File: config.mk
export PLATFORM = sky130hd
export DESIGN_NAME = dct_row_loader
export DESIGN_NICKNAME = d
export VERILOG_FILES = /design/src/rtl/dct_pkg.sv /design/src/rtl/dct_row_bank.sv /design/src/rtl/dct_row_loader.sv
export SDC_FILE = /design/constraint.sdc
export NUM_CORES = 1
export LEC_CHECK = 0
export ABC_CLOCK_PERIOD_IN_PS = 2050
export CAP_MARGIN = 20
export CORE_UTILIZATION = 25
export DETAILED_ROUTE_END_ITERATION = 10
export SYNTH_ARGS = -nofsm -noshare
export SYNTH_HDL_FRONTEND = slang
export SYNTH_HIERARCHICAL = 1
export SYNTH_SLANG_ARGS = --single-unit
File: constraint.sdc
create_clock -name clk -period 2.05 [get_ports clk]
set_input_delay 0.615 -clock clk [delete_from_list [all_inputs] [get_ports clk]]
set_output_delay 0.615 -clock clk [all_outputs]
set_load 0.005 [all_outputs]
File: src/rtl/dct_pkg.sv
// Shared types and sizes for the 1-D forward DCT pipeline (row loader and fdct stages).
package dct_pkg;

  localparam int unsigned DCT_N = 8;
  localparam int unsigned PIX_W = 8;

  typedef logic [PIX_W-1:0] pix_t;
  typedef pix_t [DCT_N-1:0] row_t;

endpackage

File: src/rtl/dct_row_bank.sv
// One ping-pong bank: N x WIDTH sample storage plus the full flag that hands it to the reader.
module dct_row_bank
  import dct_pkg::*;
#(
  parameter int unsigned WIDTH = PIX_W,
  parameter int unsigned N     = DCT_N
) (
  input  logic                 clk,
  input  logic                 reset,
  input  logic                 i_wr_en,
  input  logic [$clog2(N)-1:0] i_wr_idx,
  input  logic [WIDTH-1:0]     i_wr_data,
  input  logic                 i_set_full,
  input  logic                 i_clr_full,
  output logic                 o_full,
  output logic [WIDTH-1:0]     o_data [N-1:0]
);

  logic [WIDTH-1:0] r_mem [N-1:0];
  logic             r_full;

  // Writes are gated by the top so a FULL bank is never overwritten.
  always_ff @(posedge clk) begin
    if (reset) begin
      for (int k = 0; k < int'(N); k++) begin
        r_mem[k] <= '0;
      end
    end else if (i_wr_en) begin
      r_mem[i_wr_idx] <= i_wr_data;
    end
  end

  // Set (last write) and clear (drain) never coincide: a bank is written only while not full.
  always_ff @(posedge clk) begin
    if (reset) begin
      r_full <= 1'b0;
    end else if (i_set_full) begin
      r_full <= 1'b1;
    end else if (i_clr_full) begin
      r_full <= 1'b0;
    end
  end

  assign o_full = r_full;
  assign o_data = r_mem;

endmodule

File: src/rtl/dct_row_loader.sv
// Pixel-stream to row-vector deserializer with ping-pong banks for the 1-D DCT.
// Optional feature: DCT_LEVEL_SHIFT_EN stores each sample with its MSB inverted (unsigned -> signed).
module dct_row_loader
  import dct_pkg::*;
#(
  parameter int unsigned WIDTH = PIX_W,
  parameter int unsigned N     = DCT_N
) (
  input  logic                 clk,
  input  logic                 reset,
  input  logic                 s_valid,
  output logic                 s_ready,
  input  logic [WIDTH-1:0]     s_data,
  output logic                 m_valid,
  input  logic                 m_ready,
  output logic [WIDTH-1:0]     m_data [N-1:0],
  output logic [$clog2(N)-1:0] m_row
);

  localparam int unsigned IDX_W = $clog2(N);

  logic             r_wr_bank;
  logic             r_rd_bank;
  logic [IDX_W-1:0] r_wr_idx;
  logic [IDX_W-1:0] r_m_row;

  logic             w_full0;
  logic             w_full1;
  logic [WIDTH-1:0] w_data0 [N-1:0];
  logic [WIDTH-1:0] w_data1 [N-1:0];
  logic [WIDTH-1:0] w_wr_data;
  logic             w_s_fire;
  logic             w_m_fire;
  logic             w_last;
  logic             w_wr_en0;
  logic             w_wr_en1;
  logic             w_clr0;
  logic             w_clr1;

`ifdef DCT_LEVEL_SHIFT_EN
  assign w_wr_data = {~s_data[WIDTH-1], s_data[WIDTH-2:0]};
`else
  assign w_wr_data = s_data;
`endif

  // Handshake decodes; s_ready/m_valid come only from registered bank state.
  assign s_ready  = r_wr_bank ? ~w_full1 : ~w_full0;
  assign m_valid  = r_rd_bank ? w_full1 : w_full0;
  assign w_s_fire = s_valid & s_ready;
  assign w_m_fire = m_valid & m_ready;
  assign w_last   = (r_wr_idx == IDX_W'(N - 1));

  assign w_wr_en0 = w_s_fire & ~r_wr_bank;
  assign w_wr_en1 = w_s_fire &  r_wr_bank;
  assign w_clr0   = w_m_fire & ~r_rd_bank;
  assign w_clr1   = w_m_fire &  r_rd_bank;

  dct_row_bank #(
    .WIDTH (WIDTH),
    .N     (N)
  ) u_bank0 (
    .clk        (clk),
    .reset      (reset),
    .i_wr_en    (w_wr_en0),
    .i_wr_idx   (r_wr_idx),
    .i_wr_data  (w_wr_data),
    .i_set_full (w_wr_en0 & w_last),
    .i_clr_full (w_clr0),
    .o_full     (w_full0),
    .o_data     (w_data0)
  );

  dct_row_bank #(
    .WIDTH (WIDTH),
    .N     (N)
  ) u_bank1 (
    .clk        (clk),
    .reset      (reset),
    .i_wr_en    (w_wr_en1),
    .i_wr_idx   (r_wr_idx),
    .i_wr_data  (w_wr_data),
    .i_set_full (w_wr_en1 & w_last),
    .i_clr_full (w_clr1),
    .o_full     (w_full1),
    .o_data     (w_data1)
  );

  // Write pointer: advance per accepted sample, flip banks after the N-th.
  always_ff @(posedge clk) begin
    if (reset) begin
      r_wr_bank <= 1'b0;
      r_wr_idx  <= '0;
    end else if (w_s_fire) begin
      if (w_last) begin
        r_wr_bank <= ~r_wr_bank;
        r_wr_idx  <= '0;
      end else begin
        r_wr_idx  <= r_wr_idx + IDX_W'(1);
      end
    end
  end

  // Read pointer and row tag; N is a power of two so the tag wraps naturally.
  always_ff @(posedge clk) begin
    if (reset) begin
      r_rd_bank <= 1'b0;
      r_m_row   <= '0;
    end else if (w_m_fire) begin
      r_rd_bank <= ~r_rd_bank;
      r_m_row   <= r_m_row + IDX_W'(1);
    end
  end

  always_comb begin
    for (int k = 0; k < int'(N); k++) begin
      m_data[k] = r_rd_bank ? w_data1[k] : w_data0[k];
    end
  end

  assign m_row = r_m_row;

endmodule

==> results of run 1 <==
cell families (layout without fill, tap and decap cells):
| kind of cell | count (synthesis) | count (layout) |
|---|---|---|
| AO/OA/AOI/OAI | 10 | 10 |
| buffers and inverters | 69 | 193 |
| adder cells (fa/ha/maj) | 3 | 3 |
| multiplexers | 195 | 195 |
| AND/OR/NAND/NOR | 190 | 190 |
| flip-flops | 138 | 138 |
area by class of cell:
| type | count | area [µm²] |
|---|---|---|
| inverter | 4 | 15.01 |
| multi-input combinational | 398 | 3657 |
| fill | 2486 | 16090 |
| sequential | 138 | 2769 |
| clock buffer | 26 | 509.2 |
| timing repair buffer | 157 | 1739 |
| clock inverter | 6 | 132.6 |
| tap | 330 | 412.9 |
worst paths after layout:
path / from / end / cells past startpoint
setup / recovery: r_rd_bank / m_data[23] / 5
hold / removal: u_bank1/o_data[61] / u_bank1/o_data[61] / 2
hold reg to reg: u_bank1/o_data[61] / u_bank1/o_data[61] / 2
setup reg to reg: r_wr_idx[2] / u_bank1/o_full / 5
power by group:
part	internal [mW]	switching [mW]	total [mW]
Sequential	2.71	0.0249	2.74
Combinational	0.221	0.201	0.422
Clock	2.20	1.14	3.33
cell usage in the layout, fill, tap and decap left out, types with 2 or more instances in the layout:
cell type	Yosys	layout
dfxtp_1	138	135
clkbuf_1	39	4
inv_1	4	4
nand4_1	2	2
buf_12	0	13
and3b_1	2	2
a21oi_1	4	4
buf_6	4	70
clkdlybuf4s50_1	0	13
nor2_1	2	2
buf_16	0	4
mux2i_1	131	129
clkbuf_8	0	5
nand2_1	2	2
o21ai_0	5	5
ha_1	3	3
nor3_1	4	4
bufinv_16	0	4
mux2_4	0	64
clkbuf_2	0	5
nand4bb_1	6	6
or3_1	2	2
dlygate4sd2_1	0	5
and4bb_2	2	2
buf_4	4	42
nand2b_1	151	151
or4b_4	2	2
nand4b_1	8	8
dfxtp_2	0	2
clkbuf_16	0	18
state kept, by name, summed over array words and instances, names as in the netlist:
| name | flops |
|---|---|
| m_row | 3 |
| r_rd_bank | 1 |
| r_wr_bank | 1 |
| r_wr_idx | 3 |
| u_bank0/o_data | 64 |
| u_bank0/o_full | 1 |
| u_bank1/o_data | 64 |
| u_bank1/o_full | 1 |
critical path, cell delays in order (launching register included):
cell and delay, ns:
dfxtp_4 0.41, buf_12 0.15, buf_12 0.13, buf_6 0.11, mux2_4 0.32, buf_6 0.12
per-stage QoR:
stage	area, µm²	std cells	total power, mW	hold slack [ns]	setup WS (ns)
2_1_floorplan	6474	605	3.009	0.4453	0.2589
3_3_place_gp	7812	998	3.209	0.4562	-0.4180
3_5_place_dp	7812	998	3.208	0.4619	-0.4379
4_1_cts	9170	1057	6.563	0.4734	-0.2788
5_1_grt	9235	1059	6.710	0.4951	-0.2729
6_report	9235	1059	6.491	0.4737	-0.2352
per-layer routing:
layer	share of wire	track usage	routed length, µm
met4	0.020	0.05395	379
met3	0.040	0.02979	740
met1	0.46	0.1849	8544
met5	0	0	0
met2	0.48	0.2404	8961
timing repair:
item,CTS,global route
gates resized for setup,348,52
cloned,6,1
setup buffers,22,6
setup endpoints to repair,68,69
==> reports/metrics.yaml, run 1 <==
synthesis:
  synth_top_area_frac: 0.4267
  syn_inst: 605
  synth_warnings: 6
  synth_nets: 620
  synth_compound_gate_area_share: 0.008504
  synth.most_common_cell: "nand2b_1"
  synth_xor_area_frac: 0
  synthSimpleGateAreaFrac: 0.1954
  synth_fa_ha_area_frac: 0.005798
  syn_area_um2: 6474
  async_flop_share: 0
  synth_top_family_by_area: "multiplexers"
  synthTopCellsByCount: "151 x nand2b_1, 138 x dfxtp_1, 131 x mux2i_1"
  synth_edf_count: 0
  synthFlopType: "dfxtp_1"
  synth_cell_types: 29
  synthTopCellsByArea: "dfxtp_1 43%, mux2i_1 20%, nand2b_1 15%"
  synthMuxAreaShare: 0.3139
  ys_seq_area_frac: 0.4267
  yosys.area.top_type: "dfxtp_1"
  syn_area_per_cell_um2: 10.70
  synth-seq-cells: 138
status:
  status: "complete, but fails checks"
  violations: "setup timing"
sta:
  period_share: 1.115
  setup_ws_ns: -0.2352
  post-route-min-period_ns: 2.285
  tightest_slew_ns: 0.7655
  drv_slew: 0
  hold_viol_final: 0
  skew_ns: 0.01159
  rsz0062_at_grt: "true"
  slew_headroom: 0.4890
  setup_tns_ns: -8.652
  finalSetupViolCount: 65
  fmax_mhz: 437.6
worst_setup_path:
  cp_max_fo: 6
  start_kind: "flop"
  critPathKind: "flop to primary output"
  r2r_setup_slack_ns: 0.33
  crit_path_end_kind: "primary output"
  crit_arrival_ns: 1.67
  cp.required_ns: 1.43
placement:
  gp_congestion: 0.7542
  hpwl_mm: 11.59
  placement.io_buffers: 80
grt:
  grt_antenna_before_repair: 0
  overflow: 0
  grt_usage: 0.1453
  grt_max_degree: 51
  grt_pass1_wl_mm: 28.17
  grt_pass1_vias: 4671
layout:
  final_nets: 731
  syn_to_final_growth_pct: 42.66
  post-route-util: 0.3646
  n_antenna_cell: 0
  layout-drive-gt1-share: 0.3320
clock_tree:
  clock_latency_ns: 0.42
  clockBufferDepth: 2
  cts_tree: "built"
  clock_sinks: 138
  cts_made_buffers: 17
  cts_root_buffer: "clkbuf_16"
  htreeDepth: 4
  ctsHoldBuffers: 0
  path_clk_slew_ns: 0.06
run:
  maxCapViolations: 0
detailed_routing:
  dr.first_iter.drc_count: 229
  drc: 0
  viasPerCell: 4.298
  first_pass_iters: 4
  vias: 4552
  antenna_left: 0
  wirelength_mm: 18.62
  post_drt_wl_per_cell_um: 17.59
pwr:
  power_density_nw_per_um2: 702.8
  p_leak_nw: 4.229
  vdd.ir_drop.worst_mv: 0.5180
floorplan:
  die_h_um: 162.9
  fp.dieW_um: 162.9
  core-area_um2: 25330
  rows: 58
  start_util: 0.2556
  die-area_um2: 26540
  ioPinCount: 81
min_path:
  hold_path_class: "flop to flop"
No activity file was read; power rests on OpenSTA's default activity.
==> run 2, diff against run 1 <==
--- a/config.mk
+++ b/config.mk
@@ -9,6 +9,7 @@
 export CAP_MARGIN = 20
 export CORE_UTILIZATION = 25
 export DETAILED_ROUTE_END_ITERATION = 10
+export MAX_ROUTING_LAYER = met4
 export SYNTH_ARGS = -nofsm -noshare
 export SYNTH_HDL_FRONTEND = slang
 export SYNTH_HIERARCHICAL = 1
==> reports/metrics.yaml, run 2 (synthesis gave the netlist of run 1 again) <==
sta:
  skew_ns: 0.007006  # -0.004579 ns
  hold_viol_final: 0  # unchanged
  fmax_mhz: 439.8  # +0.50%
  setup_ws_ns: -0.2238  # +0.01134 ns
  drv_slew: 0  # unchanged
  period_share: 1.109  # -0.005529
  tightest_slew_ns: 0.7496  # -0.01586 ns
  rsz0062_at_grt: "true"
  slew_headroom: 0.4996  # +0.01059
  timing.hold.ws_ns: 0.4742  # +0.0005290 ns
  post-route-min-period_ns: 2.274  # -0.01134 ns
  finalSetupViolCount: 65  # unchanged
worst_setup_path:
  cp.required_ns: 1.43  # about the same
  cp_slowest_cell: "dfxtp_4"
  start_kind: "flop"
  crit_arrival_ns: 1.66  # about the same
  max_stage_delay_ns: 0.41  # about the same
  critPathKind: "flop to primary output"
  cp_cell_sequence: "buf_12, buf_12, buf_6, mux2_4, buf_6"
  cp_max_fo: 6  # unchanged
  crit_path_end_kind: "primary output"
detailed_routing:
  drc: 0  # unchanged
  post_drt_wl_per_cell_um: 17.59  # about the same
  first_pass_iters: 4  # unchanged
  dr.first_iter.drc_count: 225  # -1.7%
  wirelength_mm: 18.63  # about the same
  antenna_left: 0  # unchanged
  viasPerCell: 4.314  # +0.37%
  vias: 4569  # +0.37%
clock_tree:
  cts_root_buffer: "clkbuf_16"
  cts_tree: "built"
  clock_latency_ns: 0.42  # about the same
  cts_made_buffers: 17  # unchanged
  path_clk_slew_ns: 0.06  # about the same
  clock_sinks: 138  # unchanged
  htreeDepth: 4  # unchanged
  ctsHoldBuffers: 0  # unchanged
  clockBufferDepth: 2  # unchanged
floorplan:
  die-area_um2: 26540  # unchanged
  ioPinCount: 81  # unchanged
  die_h_um: 162.9  # unchanged
  rows: 58  # unchanged
  core-area_um2: 25330  # unchanged
  start_util: 0.2556  # unchanged
  fp.dieW_um: 162.9  # unchanged
placement:
  dpl.cell_count: 998  # unchanged
  placement.io_buffers: 80  # unchanged
  hpwl_mm: 11.59  # unchanged
  pre_cts_ws_ns: -0.4379  # unchanged
  gp_congestion: 0.7639  # +1.3%
layout:
  multi_input_area_um2: 3657  # unchanged
  instances_no_fill: 1059  # unchanged
  n_fill_cell: 2486  # unchanged
  final_cell_mix: "151 x nand2b_1, 135 x dfxtp_1, 129 x mux2i_1"
  layout_commonest_cell: "nand2b_1"
  n_antenna_cell: 0  # unchanged
  layout-drive-gt1-share: 0.3320  # unchanged
  register_area_um2: 2769  # unchanged
  syn_to_final_growth_pct: 42.66  # unchanged
  final_nets: 731  # unchanged
pwr:
  seq_power_share: 0.420  # about the same
  p_leak_nw: 4.229  # unchanged
  clkPwrFrac: 0.515  # about the same
  power_density_nw_per_um2: 704.3  # +0.21%
  combPwrFrac: 0.065  # about the same
  switchingPower_mw: 1.375  # +0.97%
  switching_share: 0.2113  # +0.001591
  p_int_mw: 5.130  # about the same
  vdd.ir_drop.worst_mv: 0.5181  # about the same
grt:
  grt_pass1_wl_mm: 28.19  # about the same
  grt_usage: 0.1496  # +0.004300
  grt_pass1_vias: 4681  # +0.21%
  overflow: 0  # unchanged
  grt_max_degree: 51  # unchanged
  grt_antenna_before_repair: 0  # unchanged
status:
  violations: "setup timing"
  status: "complete, but fails checks"
run:
  maxCapViolations: 0  # unchanged
min_path:
  hold_path_class: "flop to flop"
run 2: cell counts in the layout (fill, tap and decap cells not counted):
No cell type changed its count.
run 2: what timing repair did:
action	4_1_cts	5_1_grt
gates cloned	6	1
buffers inserted	22	6
endpoints found under the setup margin	68	69
gates resized for setup	348	52
run 2: cell type report:
class                   count  area share
clock buffers              26     0.05514
clock inverters             6     0.01436
well taps                 330     0.04471
inverters                   4    0.001626
flip-flops and latches    138      0.2998
repair buffers            157      0.1883
multi-input cells         398      0.3960
run 2: through the flow:
stage	area, µm²	util	TNS [ns]	total power, mW
detailed placement	7812	0.3085	-15.89	3.208
CTS	9170	0.3621	-13.22	6.563
global placement	7812	0.3085	-15.64	3.209
floorplan	6474	-	0	3.009
global route	9235	0.3646	-11.26	6.713
finish	9235	0.3646	-8.501	6.504
run 2: layer usage:
| layer | part of all wire | track usage |
|---|---|---|
| met2 | 0.48 | 0.2402 |
| met3 | 0.045 | 0.02776 |
| met1 | 0.46 | 0.1859 |
| met4 | 0.020 | 0.05523 |
| met5 | 0 | - |
run 2: path summary, 6_finish.rpt:
path | startpoint | end | slack, ns | cells past startpoint
max | r_rd_bank | m_data[23] | -0.22 | 5
min | u_bank1/o_data[61] | u_bank1/o_data[61] | 0.47 | 2
max reg2reg | r_wr_idx[2] | u_bank1/o_full | 0.34 | 5
min reg2reg | u_bank1/o_data[61] | u_bank1/o_data[61] | 0.47 | 2
run 2: worst max-delay path, delay by kind of cell (launching register included):
family | cells | cell delay [ns]
multiplexers | 1 | 0.32
flip-flops | 1 | 0.41
buffers and inverters | 4 | 0.50
run 2: power by group through the flow:
| stage | clock (mW) | sequential (mW) | combinational (mW) |
|---|---|---|---|
| after floorplan | 0 | 2.78 | 0.228 |
| final | 3.35 | 2.73 | 0.422 |
| after global routing | 3.53 | 2.74 | 0.450 |
| after detailed placement | 0 | 2.79 | 0.415 |
| after global placement | 0 | 2.79 | 0.417 |
| after CTS | 3.41 | 2.73 | 0.424 |
==> run 3, diff against run 2 <==
--- a/config.mk
+++ b/config.mk
@@ -9,6 +9,7 @@
 export CAP_MARGIN = 20
 export CORE_UTILIZATION = 25
 export DETAILED_ROUTE_END_ITERATION = 10
+export HOLD_SLACK_MARGIN = 0.02
 export MAX_ROUTING_LAYER = met4
 export SYNTH_ARGS = -nofsm -noshare
 export SYNTH_HDL_FRONTEND = slang
==> results of run 3 <==
No change in the layout: final DEF, timing and power equal those of run 2.
